File: config.mk
export PLATFORM = sky130hd
export DESIGN_NAME = uart_prog_loader_flat
export DESIGN_NICKNAME = d
export VERILOG_FILES = /design/src/rtl/uart_prog_loader_if.sv /design/src/rtl/uart_prog_loader.sv /design/src/flat_wrapper.sv
export SDC_FILE = /design/constraint.sdc
export NUM_CORES = 1
export LEC_CHECK = 0
export CAP_MARGIN = 20
export CORE_MARGIN = 1
export CORE_UTILIZATION = 35
export DETAILED_ROUTE_END_ITERATION = 7
export PLACE_DENSITY = 0.64
export SYNTH_ARGS = -nofsm -noshare
export SYNTH_HDL_FRONTEND = slang
export SYNTH_SLANG_ARGS = --single-unit
export TNS_END_PERCENT = 1
File: constraint.sdc
create_clock -name clk -period 2.4 [get_ports clk]
set_input_delay 0.48 -clock clk [delete_from_list [all_inputs] [get_ports clk]]
set_output_delay 0.48 -clock clk [all_outputs]
set_load 0.03 [all_outputs]
File: src/rtl/uart_prog_loader_if.sv
// Byte-receiver and instruction-memory write bundle for the program loader.
// The master side is the loader: it consumes received bytes and drives imem writes.
interface uart_prog_loader_if #(
    parameter int ADDR_W = 6
);
    logic              rx_valid;
    logic [7:0]        rx_data;
    logic              imem_we;
    logic [ADDR_W-1:0] imem_addr;
    logic [31:0]       imem_wdata;

    modport master (
        input  rx_valid, rx_data,
        output imem_we, imem_addr, imem_wdata
    );

    modport slave (
        output rx_valid, rx_data,
        input  imem_we, imem_addr, imem_wdata
    );
endinterface

File: src/rtl/uart_prog_loader.sv
// UART program loader: frame = 16-bit LE word count + count*4 LE data bytes, written to imem from 0.
// Optional trailing XOR checksum byte when LOADER_CHECKSUM_EN is defined.
module uart_prog_loader #(
    parameter int ADDR_W         = 6,
    parameter int TIMEOUT_CYCLES = 1000000
) (
    input  logic                 clk,
    input  logic                 rst_n,
    input  logic                 enable,
    uart_prog_loader_if.master   bus,
    output logic                 core_rst_n,
    output logic                 busy,
    output logic                 done,
    output logic                 error,
    output logic [15:0]          words_loaded
);
    localparam int DEPTH = 2 ** ADDR_W;
    localparam int TO_W  = $clog2(TIMEOUT_CYCLES + 1);

    typedef enum logic [2:0] {
        IDLE   = 3'd0,
        LEN_LO = 3'd1,
        LEN_HI = 3'd2,
        DATA   = 3'd3,
`ifdef LOADER_CHECKSUM_EN
        CHK    = 3'd4,
`endif
        DONE   = 3'd5,
        ERR    = 3'd6
    } state_t;

`ifdef LOADER_CHECKSUM_EN
    function automatic logic [7:0] chk_fold(input logic [7:0] acc, input logic [7:0] b);
        return acc ^ b;
    endfunction
`endif

    state_t            state_q, state_d;
    logic [15:0]       len_q, len_d;
    logic [1:0]        bidx_q, bidx_d;
    logic [23:0]       wbuf_q, wbuf_d;
    logic [TO_W-1:0]   cnt_q, cnt_d;
    logic              we_q, we_d;
    logic [ADDR_W-1:0] addr_q, addr_d;
    logic [31:0]       wdata_q, wdata_d;
    logic              crst_q, crst_d;
    logic              busy_q, busy_d;
    logic              done_q, done_d;
    logic              error_q, error_d;
    logic [15:0]       wl_q, wl_d;
    logic              timeout_hit_s;
    logic [16:0]       len_full_s;
`ifdef LOADER_CHECKSUM_EN
    logic [7:0]        chk_q, chk_d;
`endif

    // State and output registers with synchronous active-low reset
    always_ff @(posedge clk) begin
        if (!rst_n) begin
            state_q <= IDLE;
            len_q   <= 16'd0;
            bidx_q  <= 2'd0;
            wbuf_q  <= 24'd0;
            cnt_q   <= '0;
            we_q    <= 1'b0;
            addr_q  <= '0;
            wdata_q <= 32'd0;
            crst_q  <= 1'b0;
            busy_q  <= 1'b0;
            done_q  <= 1'b0;
            error_q <= 1'b0;
            wl_q    <= 16'd0;
`ifdef LOADER_CHECKSUM_EN
            chk_q   <= 8'd0;
`endif
        end else begin
            state_q <= state_d;
            len_q   <= len_d;
            bidx_q  <= bidx_d;
            wbuf_q  <= wbuf_d;
            cnt_q   <= cnt_d;
            we_q    <= we_d;
            addr_q  <= addr_d;
            wdata_q <= wdata_d;
            crst_q  <= crst_d;
            busy_q  <= busy_d;
            done_q  <= done_d;
            error_q <= error_d;
            wl_q    <= wl_d;
`ifdef LOADER_CHECKSUM_EN
            chk_q   <= chk_d;
`endif
        end
    end

    // Next-state and next-output logic; the write strobe defaults low so it is a single-cycle pulse
    always_comb begin
        state_d       = state_q;
        len_d         = len_q;
        bidx_d        = bidx_q;
        wbuf_d        = wbuf_q;
        cnt_d         = cnt_q;
        we_d          = 1'b0;
        addr_d        = addr_q;
        wdata_d       = wdata_q;
        crst_d        = crst_q;
        busy_d        = busy_q;
        done_d        = done_q;
        error_d       = error_q;
        wl_d          = wl_q;
`ifdef LOADER_CHECKSUM_EN
        chk_d         = chk_q;
`endif
        timeout_hit_s = (cnt_q == TO_W'(TIMEOUT_CYCLES - 1));
        len_full_s    = {1'b0, bus.rx_data, len_q[7:0]};

        case (state_q)
            IDLE: begin
                if (enable) begin
                    state_d = LEN_LO;
                    done_d  = 1'b0;
                    error_d = 1'b0;
                    wl_d    = 16'd0;
                    crst_d  = 1'b0;
                    busy_d  = 1'b1;
                    cnt_d   = '0;
                    bidx_d  = 2'd0;
`ifdef LOADER_CHECKSUM_EN
                    chk_d   = 8'd0;
`endif
                end else begin
                    crst_d  = 1'b1;
                    busy_d  = 1'b0;
                end
            end
            LEN_LO: begin
                if (!enable) begin
                    state_d = IDLE;
                    busy_d  = 1'b0;
                    crst_d  = 1'b1;
                end else if (bus.rx_valid) begin
                    len_d[7:0] = bus.rx_data;
                    cnt_d      = '0;
                    state_d    = LEN_HI;
                end else begin
                    cnt_d      = '0;
                end
            end
            LEN_HI: begin
                if (!enable) begin
                    state_d = IDLE;
                    busy_d  = 1'b0;
                    crst_d  = 1'b1;
                end else if (bus.rx_valid) begin
                    len_d[15:8] = bus.rx_data;
                    cnt_d       = '0;
                    if (len_full_s > 17'(DEPTH)) begin
                        state_d = ERR;
                        error_d = 1'b1;
                        busy_d  = 1'b0;
                    end else if (len_full_s == 17'd0) begin
`ifdef LOADER_CHECKSUM_EN
                        state_d = CHK;
`else
                        state_d = DONE;
                        done_d  = 1'b1;
                        busy_d  = 1'b0;
                        crst_d  = 1'b1;
`endif
                    end else begin
                        state_d = DATA;
                    end
                end else if (timeout_hit_s) begin
                    state_d = ERR;
                    error_d = 1'b1;
                    busy_d  = 1'b0;
                end else begin
                    cnt_d   = cnt_q + TO_W'(1);
                end
            end
            DATA: begin
                if (!enable) begin
                    state_d = IDLE;
                    busy_d  = 1'b0;
                    crst_d  = 1'b1;
                end else if (bus.rx_valid) begin
                    cnt_d = '0;
`ifdef LOADER_CHECKSUM_EN
                    chk_d = chk_fold(chk_q, bus.rx_data);
`endif
                    case (bidx_q)
                        2'd0: wbuf_d[7:0]   = bus.rx_data;
                        2'd1: wbuf_d[15:8]  = bus.rx_data;
                        2'd2: wbuf_d[23:16] = bus.rx_data;
                        2'd3: begin
                            we_d    = 1'b1;
                            addr_d  = wl_q[ADDR_W-1:0];
                            wdata_d = {bus.rx_data, wbuf_q};
                            wl_d    = wl_q + 16'd1;
                            if ((wl_q + 16'd1) == len_q) begin
`ifdef LOADER_CHECKSUM_EN
                                state_d = CHK;
`else
                                state_d = DONE;
                                done_d  = 1'b1;
                                busy_d  = 1'b0;
                                crst_d  = 1'b1;
`endif
                            end else begin
                                state_d = DATA;
                            end
                        end
                        default: wbuf_d = wbuf_q;
                    endcase
                    bidx_d = bidx_q + 2'd1;
                end else if (timeout_hit_s) begin
                    state_d = ERR;
                    error_d = 1'b1;
                    busy_d  = 1'b0;
                end else begin
                    cnt_d   = cnt_q + TO_W'(1);
                end
            end
`ifdef LOADER_CHECKSUM_EN
            CHK: begin
                if (!enable) begin
                    state_d = IDLE;
                    busy_d  = 1'b0;
                    crst_d  = 1'b1;
                end else if (bus.rx_valid) begin
                    cnt_d  = '0;
                    busy_d = 1'b0;
                    if (bus.rx_data == chk_q) begin
                        state_d = DONE;
                        done_d  = 1'b1;
                        crst_d  = 1'b1;
                    end else begin
                        state_d = ERR;
                        error_d = 1'b1;
                    end
                end else if (timeout_hit_s) begin
                    state_d = ERR;
                    error_d = 1'b1;
                    busy_d  = 1'b0;
                end else begin
                    cnt_d   = cnt_q + TO_W'(1);
                end
            end
`endif
            DONE: begin
                if (!enable) begin
                    state_d = IDLE;
                    crst_d  = 1'b1;
                end else begin
                    state_d = DONE;
                end
            end
            ERR: begin
                if (!enable) begin
                    state_d = IDLE;
                    crst_d  = 1'b1;
                end else begin
                    state_d = ERR;
                end
            end
            default: begin
                state_d = IDLE;
                busy_d  = 1'b0;
            end
        endcase
    end

    assign bus.imem_we    = we_q;
    assign bus.imem_addr  = addr_q;
    assign bus.imem_wdata = wdata_q;
    assign core_rst_n     = crst_q;
    assign busy           = busy_q;
    assign done           = done_q;
    assign error          = error_q;
    assign words_loaded   = wl_q;
endmodule

File: src/flat_wrapper.sv
// flat-port wrapper written by rule: the top's interface ports become plain ports
module uart_prog_loader_flat 
#(
    parameter int ADDR_W         = 6,
    parameter int TIMEOUT_CYCLES = 1000000
)
  (clk, rst_n, enable, core_rst_n, busy, done, error, words_loaded, bus_rx_valid, bus_rx_data, bus_imem_we, bus_imem_addr, bus_imem_wdata);
  uart_prog_loader_if #(.ADDR_W(ADDR_W)) bus_i ();
  input  logic clk;
  input  logic rst_n;
  input  logic enable;
  output logic core_rst_n;
  output logic busy;
  output logic done;
  output logic error;
  output logic [15:0] words_loaded;
  input wire logic [$bits(bus_i.rx_valid)-1:0] bus_rx_valid;
  input wire logic [$bits(bus_i.rx_data)-1:0] bus_rx_data;
  output wire logic [$bits(bus_i.imem_we)-1:0] bus_imem_we;
  output wire logic [$bits(bus_i.imem_addr)-1:0] bus_imem_addr;
  output wire logic [$bits(bus_i.imem_wdata)-1:0] bus_imem_wdata;
  assign bus_i.rx_valid = bus_rx_valid;
  assign bus_i.rx_data = bus_rx_data;
  assign bus_imem_we = bus_i.imem_we;
  assign bus_imem_addr = bus_i.imem_addr;
  assign bus_imem_wdata = bus_i.imem_wdata;
  uart_prog_loader #(.ADDR_W(ADDR_W), .TIMEOUT_CYCLES(TIMEOUT_CYCLES)) u_core (.clk(clk), .rst_n(rst_n), .enable(enable), .bus(bus_i), .core_rst_n(core_rst_n), .busy(busy), .done(done), .error(error), .words_loaded(words_loaded));
endmodule
# --- After elaboration in Yosys (flattened, before gate mapping) ---
# Cells that the tools add are included.
op_classes:
  n_eq_ne: 36
  n_addsub: 3
  n_reduce_logical: 26
  bitwise_logic: 1
  magnitude_cmp: 1
  muxes: 64
op_table:
  columns: ["operator", "n"]
  rows:
  - ["20-bit 2-to-1 mux", 4]
  - ["16-bit 2-to-1 mux", 4]
  - ["3-bit 2-to-1 mux", 14]
  - ["20-bit one-hot mux with 2 select lines", 1]
  - ["16-bit one-hot mux with 2 select lines", 1]
  - ["1-bit 2-to-1 mux", 31]
  - ["4-bit AND reduction", 7]
  - ["20-bit by 1-bit adder with 20-bit output, second input constant", 1]
  - ["20-bit == test, second input constant", 1]
  - ["2-bit != test, second input constant", 10]
  - ["3-bit != test, second input constant", 6]
  - ["3-bit one-hot mux with 6 select lines", 1]
  - ["16-bit by 1-bit adder with 16-bit output, second input constant", 1]
  - ["16-bit == test", 1]
  - ["16-bit by 7-bit greater-than comparator with 1-bit output, second input constant", 1]
  - ["16-bit logical NOT", 1]
  - ["10-bit AND reduction", 1]
  - ["5-bit AND reduction", 2]
  - ["3-bit by 2-bit != test with 1-bit output, second input constant", 3]
  - ["3-bit AND reduction", 3]
  - ["2-bit by 1-bit != test with 1-bit output, second input constant", 4]
  - ["8-bit AND reduction", 1]
  - ["3-bit by 2-bit == test with 1-bit output, second input constant", 2]
  - ["3-bit == test, second input constant", 2]
  - ["21 further kinds", 28]
word_totals:
  out_inout_bits: 59
  ff_bits: 124
  in_bits: 12
  elab_cells: 147

# --- Longest topological paths before layout ---
depth:
  ltp_word: 7
  depth_mapped: 9

# --- Least setup slack after synthesis ---
# Ideal clock, no wire load.
synth_path:
  path_kind: "register to register"
  from: "register u_core.wl_q[5], in the netlist u_core.words_loaded[5]"
  to: "register u_core.state_q[1]"
  required_time_ns: 2.285
  setup_time_ns: 0.115
  slack_ns: 0.049
  arrival_time_ns: 2.236
  path_stages_with_launch: 9
  period_less_slack_ns: 2.351
  cell_sequence: "dfxtp_1 > buf_2 > nand4_4 > or3_1 > clkbuf_1 > xnor2_1 > nor4_2 > nand3_1 > o21a_1"
synth_via:
  elab_chain_len: 7
synth_rtl:
  columns: ["element", "line_no", "source"]
  rows:
  - ["start, declared", "uart_prog_loader.sv:50", "logic [15:0] wl_q, wl_d;"]
  - ["start signal, assigned", "uart_prog_loader.sv:89", "wl_q <= wl_d;"]
  - ["16-bit by 1-bit adder with 16-bit output", "uart_prog_loader.sv:200", "if ((wl_q + 16'd1) == len_q) begin"]
  - ["16-bit == test", "uart_prog_loader.sv:200", null]
  - ["3-bit 2-to-1 mux", "uart_prog_loader.sv:200", null]
  - ["3-bit 2-to-1 mux", "uart_prog_loader.sv:191", "case (bidx_q)"]
  - ["3-bit 2-to-1 mux", "uart_prog_loader.sv:186", "end else if (bus.rx_valid) begin"]
  - ["3-bit 2-to-1 mux", "uart_prog_loader.sv:182", "if (!enable) begin"]
  - ["3-bit one-hot mux with 6 select lines", "uart_prog_loader.sv:117", "case (state_q)"]
  - ["end signal, assigned", "uart_prog_loader.sv:77", "state_q <= state_d;"]
  - ["end, declared", "uart_prog_loader.sv:38", "state_t state_q, state_d;"]
# Every way passes these cells. The select of a mux whose other input is x is not followed.
# A chain may end at the register's enable or synchronous reset.

# --- Final worst setup path ---
layout_path:
  from: "register u_core.wl_q[4], in the netlist u_core.words_loaded[4]"
  to: "output port words_loaded[4]"
layout_rtl:
  columns: ["element", "line_no", "source"]
  rows:
  - ["end, declared", "flat_wrapper.sv:16", "output logic [15:0] words_loaded;"]
# No word-level cell between the ends.

==> impl_metrics.prom <==
# TYPE chip_impl_metric gauge
chip_impl_metric{name="postSynthNetCount",unit=""} 769
chip_impl_metric{name="synth-async-reset-ratio",unit=""} 0
chip_impl_metric{name="layout-drive-gt1-share",unit=""} 0.1186
chip_impl_metric{name="synth.distinct_cells",unit=""} 63
chip_impl_info{name="timing.critical_path.from_type",value="flop"} 1
chip_impl_info{name="outcome",value="completed"} 1
chip_impl_info{name="setup.worst_path.end",value="words_loaded[4]"} 1
chip_impl_metric{name="die_width",unit="um"} 134.8
chip_impl_metric{name="postCtsSetupBuffers",unit=""} 0
chip_impl_metric{name="initial_core_util",unit=""} 0.3582
chip_impl_metric{name="cap_viol_max_count",unit=""} 0
chip_impl_metric{name="cell_internal_pwr",unit="mW"} 4.087
chip_impl_metric{name="p_switching",unit="mW"} 1.144
chip_impl_info{name="cp-startpoint",value="u_core.words_loaded[4]"} 1
chip_impl_info{name="hp-class",value="primary input to flop"} 1
chip_impl_metric{name="maximum_number_of_pins_on_one_net_before_global_route_repair",unit=""} 66
chip_impl_metric{name="timing.final.setup_violations",unit=""} 0
chip_impl_metric{name="grt_overflow_total",unit=""} 0
chip_impl_metric{name="power.total",unit="mW"} 5.231
chip_impl_metric{name="num_antenna_cells",unit=""} 0
chip_impl_metric{name="synth_cells",unit=""} 751
chip_impl_info{name="yosys_most_used_dff",value="sky130_fd_sc_hd__dfxtp_1"} 1
chip_impl_metric{name="synth-warning-count",unit=""} 0
chip_impl_info{name="ctsRootBufferMaster",value="sky130_fd_sc_hd__clkbuf_16"} 1
chip_impl_info{name="grt_setup_unrepaired",value="no"} 1
chip_impl_metric{name="worst_setup_hold_path_clk_slew",unit="ps"} 60
chip_impl_info{name="post_synth_most_frequent_cells",value="131 x sky130_fd_sc_hd__nand2_1, 124 x sky130_fd_sc_hd__dfxtp_1, 71 x sky130_fd_sc_hd__a21boi_0, 44 x sky130_fd_sc_hd__nand3_1, 42 x sky130_fd_sc_hd__nor2_1"} 1
chip_impl_info{name="critical_path.reg2reg.startpoint",value="u_core.words_loaded[0]"} 1
chip_impl_metric{name="design.die.area",unit="sq um"} 18170
chip_impl_metric{name="slew_headroom",unit=""} 0.6385
chip_impl_metric{name="fin_nets",unit=""} 866
chip_impl_metric{name="port_buffers",unit=""} 70
chip_impl_metric{name="firstDrtPassIters",unit=""} 4
chip_impl_metric{name="arrival",unit="ps"} 1690
chip_impl_metric{name="power.clock.fraction",unit=""} 0.534
chip_impl_metric{name="reg2reg_depth",unit=""} 7
chip_impl_metric{name="finClkSkew",unit="ps"} 11.60
chip_impl_metric{name="drc",unit=""} 0
chip_impl_metric{name="postSynthAreaPerCell",unit="sq um"} 8.220
chip_impl_metric{name="height_of_the_chip",unit="um"} 134.8
chip_impl_metric{name="detail_route.iter0.violations",unit=""} 325
chip_impl_metric{name="post_synth_and_or_nand_nor_area_fraction",unit=""} 0.2866
chip_impl_metric{name="syn_to_final_growth",unit="%"} 30.85
chip_impl_info{name="tritoncts",value="yes"} 1
chip_impl_metric{name="first_global_vias",unit=""} 5196
chip_impl_metric{name="clock_buffer_depth",unit=""} 2
chip_impl_info{name="worst_setup_path_end_kind",value="primary output"} 1
chip_impl_metric{name="synth.area.mux_share",unit=""} 0.02594
chip_impl_metric{name="crit_fanout",unit=""} 13
chip_impl_metric{name="htreeDepth",unit=""} 4
chip_impl_info{name="synth_largest_area_cell",value="sky130_fd_sc_hd__dfxtp_1"} 1
chip_impl_metric{name="grt_antenna_before_repair",unit=""} 0
chip_impl_metric{name="switching_share",unit=""} 0.2188
chip_impl_info{name="crit-reg2reg-capture",value="u_core.busy"} 1
chip_impl_info{name="largest_family_of_logic_cells_by_synthesized_area",value="simple AND/OR/NAND/NOR gates"} 1
chip_impl_info{name="synthTopCellsByArea",value="sky130_fd_sc_hd__dfxtp_1 40%, sky130_fd_sc_hd__a21boi_0 8.6%, sky130_fd_sc_hd__nand2_1 8.0%"} 1
chip_impl_metric{name="postRouteWirelength",unit="um"} 15800
chip_impl_metric{name="synth_xor_xnor_area_share",unit=""} 0.05107
chip_impl_metric{name="routedWlPerCell",unit="um"} 14.56
chip_impl_metric{name="vias",unit=""} 5540
chip_impl_info{name="holdCritStartpoint",value="rst_n"} 1
chip_impl_metric{name="fp.coreArea",unit="sq um"} 17240
chip_impl_metric{name="power.static_leakage",unit="nW"} 2.749
chip_impl_metric{name="via_per_inst",unit=""} 5.106
chip_impl_metric{name="final.fill_count",unit=""} 1682
chip_impl_metric{name="grt_usage",unit=""} 0.1827
chip_impl_metric{name="postRouteAntennaNets",unit=""} 0
chip_impl_metric{name="total_clock_buffers_created_by_cts",unit=""} 17
chip_impl_metric{name="grt_pass1_wl",unit="um"} 26030
chip_impl_metric{name="yosys.area.top_type_share",unit=""} 0.4021
chip_impl_metric{name="reg2reg_setup_slack",unit="ps"} 270
chip_impl_metric{name="worst-slew-pin-transition",unit="ps"} 537.3
chip_impl_metric{name="place_congestion",unit=""} 0.8484
chip_impl_metric{name="synth_fa_ha_area_frac",unit=""} 0.01216
chip_impl_metric{name="clock-sinks",unit=""} 124
chip_impl_metric{name="period_share",unit=""} 0.9040
chip_impl_metric{name="synth_compound_area_frac",unit=""} 0.1824
chip_impl_metric{name="seq_area_frac_synth",unit=""} 0.4021
chip_impl_info{name="post-synth-top-count-cell",value="sky130_fd_sc_hd__nand2_1"} 1
chip_impl_metric{name="synth_edf_count",unit=""} 0
chip_impl_metric{name="min_period",unit="ps"} 2170
chip_impl_metric{name="p_comb_frac",unit=""} 0.065
chip_impl_metric{name="seq_power_share",unit=""} 0.401
chip_impl_metric{name="mappedNetlistArea",unit="sq um"} 6173
chip_impl_metric{name="clk-insertion-delay-late",unit="ps"} 420
chip_impl_metric{name="finalHoldWorstSlack",unit="ps"} 378.2
chip_impl_info{name="worstSetupPathType",value="flop to primary output"} 1
chip_impl_metric{name="fp-row-count",unit=""} 48
chip_impl_metric{name="worst_ir_drop_vdd",unit="uV"} 477.9
chip_impl_metric{name="pwr_density_cell",unit="nW/um^2"} 647.6
chip_impl_metric{name="floorplan.io_pins",unit=""} 71
chip_impl_metric{name="dp.final_hpwl",unit="um"} 11160
chip_impl_metric{name="total_count_of_hold_check_failures_in_the_final_report",unit=""} 0
chip_impl_metric{name="required_time_worst_endpoint",unit="ps"} 1920
chip_impl_metric{name="synth_seq_cells",unit=""} 124
chip_impl_metric{name="max_freq",unit="GHz"} 0.4609
chip_impl_metric{name="timing.final.max_slew_violations",unit=""} 0
[power by group through the flow]
stage	sequential [mW]	clock, mW	combinational (mW)
detailed placement	2.14	0	0.339
CTS	2.09	2.84	0.341
global route	2.10	2.94	0.372
global placement	2.14	0	0.342
finish	2.10	2.79	0.342
floorplan	2.14	0	0.189
[layout make-up]
cell class	instances	area (sq um)	share of cell area
timing repair buffer	128	1181	0.1462
sequential	124	2484	0.3075
tap	225	281.5	0.03485
clock inverter	11	192.7	0.02385
multi-input combinational	566	3451	0.4272
inverter	11	41.29	0.005112
clock buffer	20	446.7	0.05530
[state kept, by name, indices dropped and copies added, names as in the netlist]
| register | cells |
|---|---|
| u_core.bus.imem_wdata | 32 |
| u_core.wbuf_q | 24 |
| u_core.cnt_q | 20 |
| u_core.len_q | 16 |
| u_core.words_loaded | 16 |
| u_core.bus.imem_addr | 6 |
| u_core.state_q | 3 |
| u_core.bidx_q | 2 |
| u_core.bus.imem_we | 1 |
| u_core.busy | 1 |
| u_core.core_rst_n | 1 |
| u_core.done | 1 |
| u_core.error | 1 |
[how the worst min path moves through the flow]
stage | endpoint | slack, ps | depth (start not counted)
after floorplan | u_core.bus.imem_wdata[0] | 440 | 2
after global placement | u_core.bus.imem_wdata[25] | 450 | 2
after detailed placement | u_core.bus.imem_wdata[12] | 460 | 2
after CTS | u_core.error | 360 | 3
after global routing | u_core.error | 390 | 3
final | u_core.error | 380 | 3
[cell usage in the layout (no fill, tap or decap), types with 6 or more instances in the layout]
cell	instances
sky130_fd_sc_hd__nand2_1	131
sky130_fd_sc_hd__dfxtp_1	123
sky130_fd_sc_hd__a21boi_0	71
sky130_fd_sc_hd__clkdlybuf4s50_1	69
sky130_fd_sc_hd__buf_4	54
sky130_fd_sc_hd__nand3_1	43
sky130_fd_sc_hd__nor2_1	42
sky130_fd_sc_hd__xnor2_1	31
sky130_fd_sc_hd__o21ai_0	27
sky130_fd_sc_hd__nor2b_1	26
sky130_fd_sc_hd__a21oi_1	19
sky130_fd_sc_hd__clkbuf_16	17
sky130_fd_sc_hd__mux2i_1	16
sky130_fd_sc_hd__nor3_1	15
sky130_fd_sc_hd__nor4_1	13
sky130_fd_sc_hd__inv_1	11
sky130_fd_sc_hd__nand4_1	10
sky130_fd_sc_hd__and2_1	7
sky130_fd_sc_hd__and3_1	7
sky130_fd_sc_hd__or3_1	7
sky130_fd_sc_hd__ha_1	6
[cell families (layout without fill, tap and decap cells)]
logic type      count (synthesis)  count (layout)
compound gates                165             165
fa+ha+maj                       6               6
simple gates                  343             343
mux                            16              16
buf+inv                        61             170
xor+xnor                       36              36
flops                         124             124
[layer usage]
metal	global-route usage	routed length, um
met1	0.2314	7432
met2	0.2958	7363
met4	0.07928	326
met5	0	0
met3	0.04279	674
[worst max-delay path, stage by stage (launching register included)]
cell,delay (ps)
sky130_fd_sc_hd__dfxtp_1,370
sky130_fd_sc_hd__buf_4,210
sky130_fd_sc_hd__clkdlybuf4s50_1,690
[metrics by stage]
stage | area [sq um] | setup TNS, ps | instances | util | setup slack (ps)
floorplan | 6173 | 0 | 751 | - | 49.16
global placement | 7437 | -59.37 | 1054 | 0.4315 | -59.37
detailed placement | 7437 | -77.09 | 1054 | 0.4315 | -77.09
CTS | 8077 | 0 | 1085 | 0.4686 | 176.1
global route | 8078 | 0 | 1085 | 0.4686 | 77.43
finish | 8078 | 0 | 1085 | 0.4686 | 230.4
[repair_timing]
item | CTS | global route
hold buffers | 0 | 0
hold endpoints to repair | 0 | 0
gates resized for setup | 0 | 2
setup endpoints to repair | 0 | 1
Power figures use the tool's default switching activity.
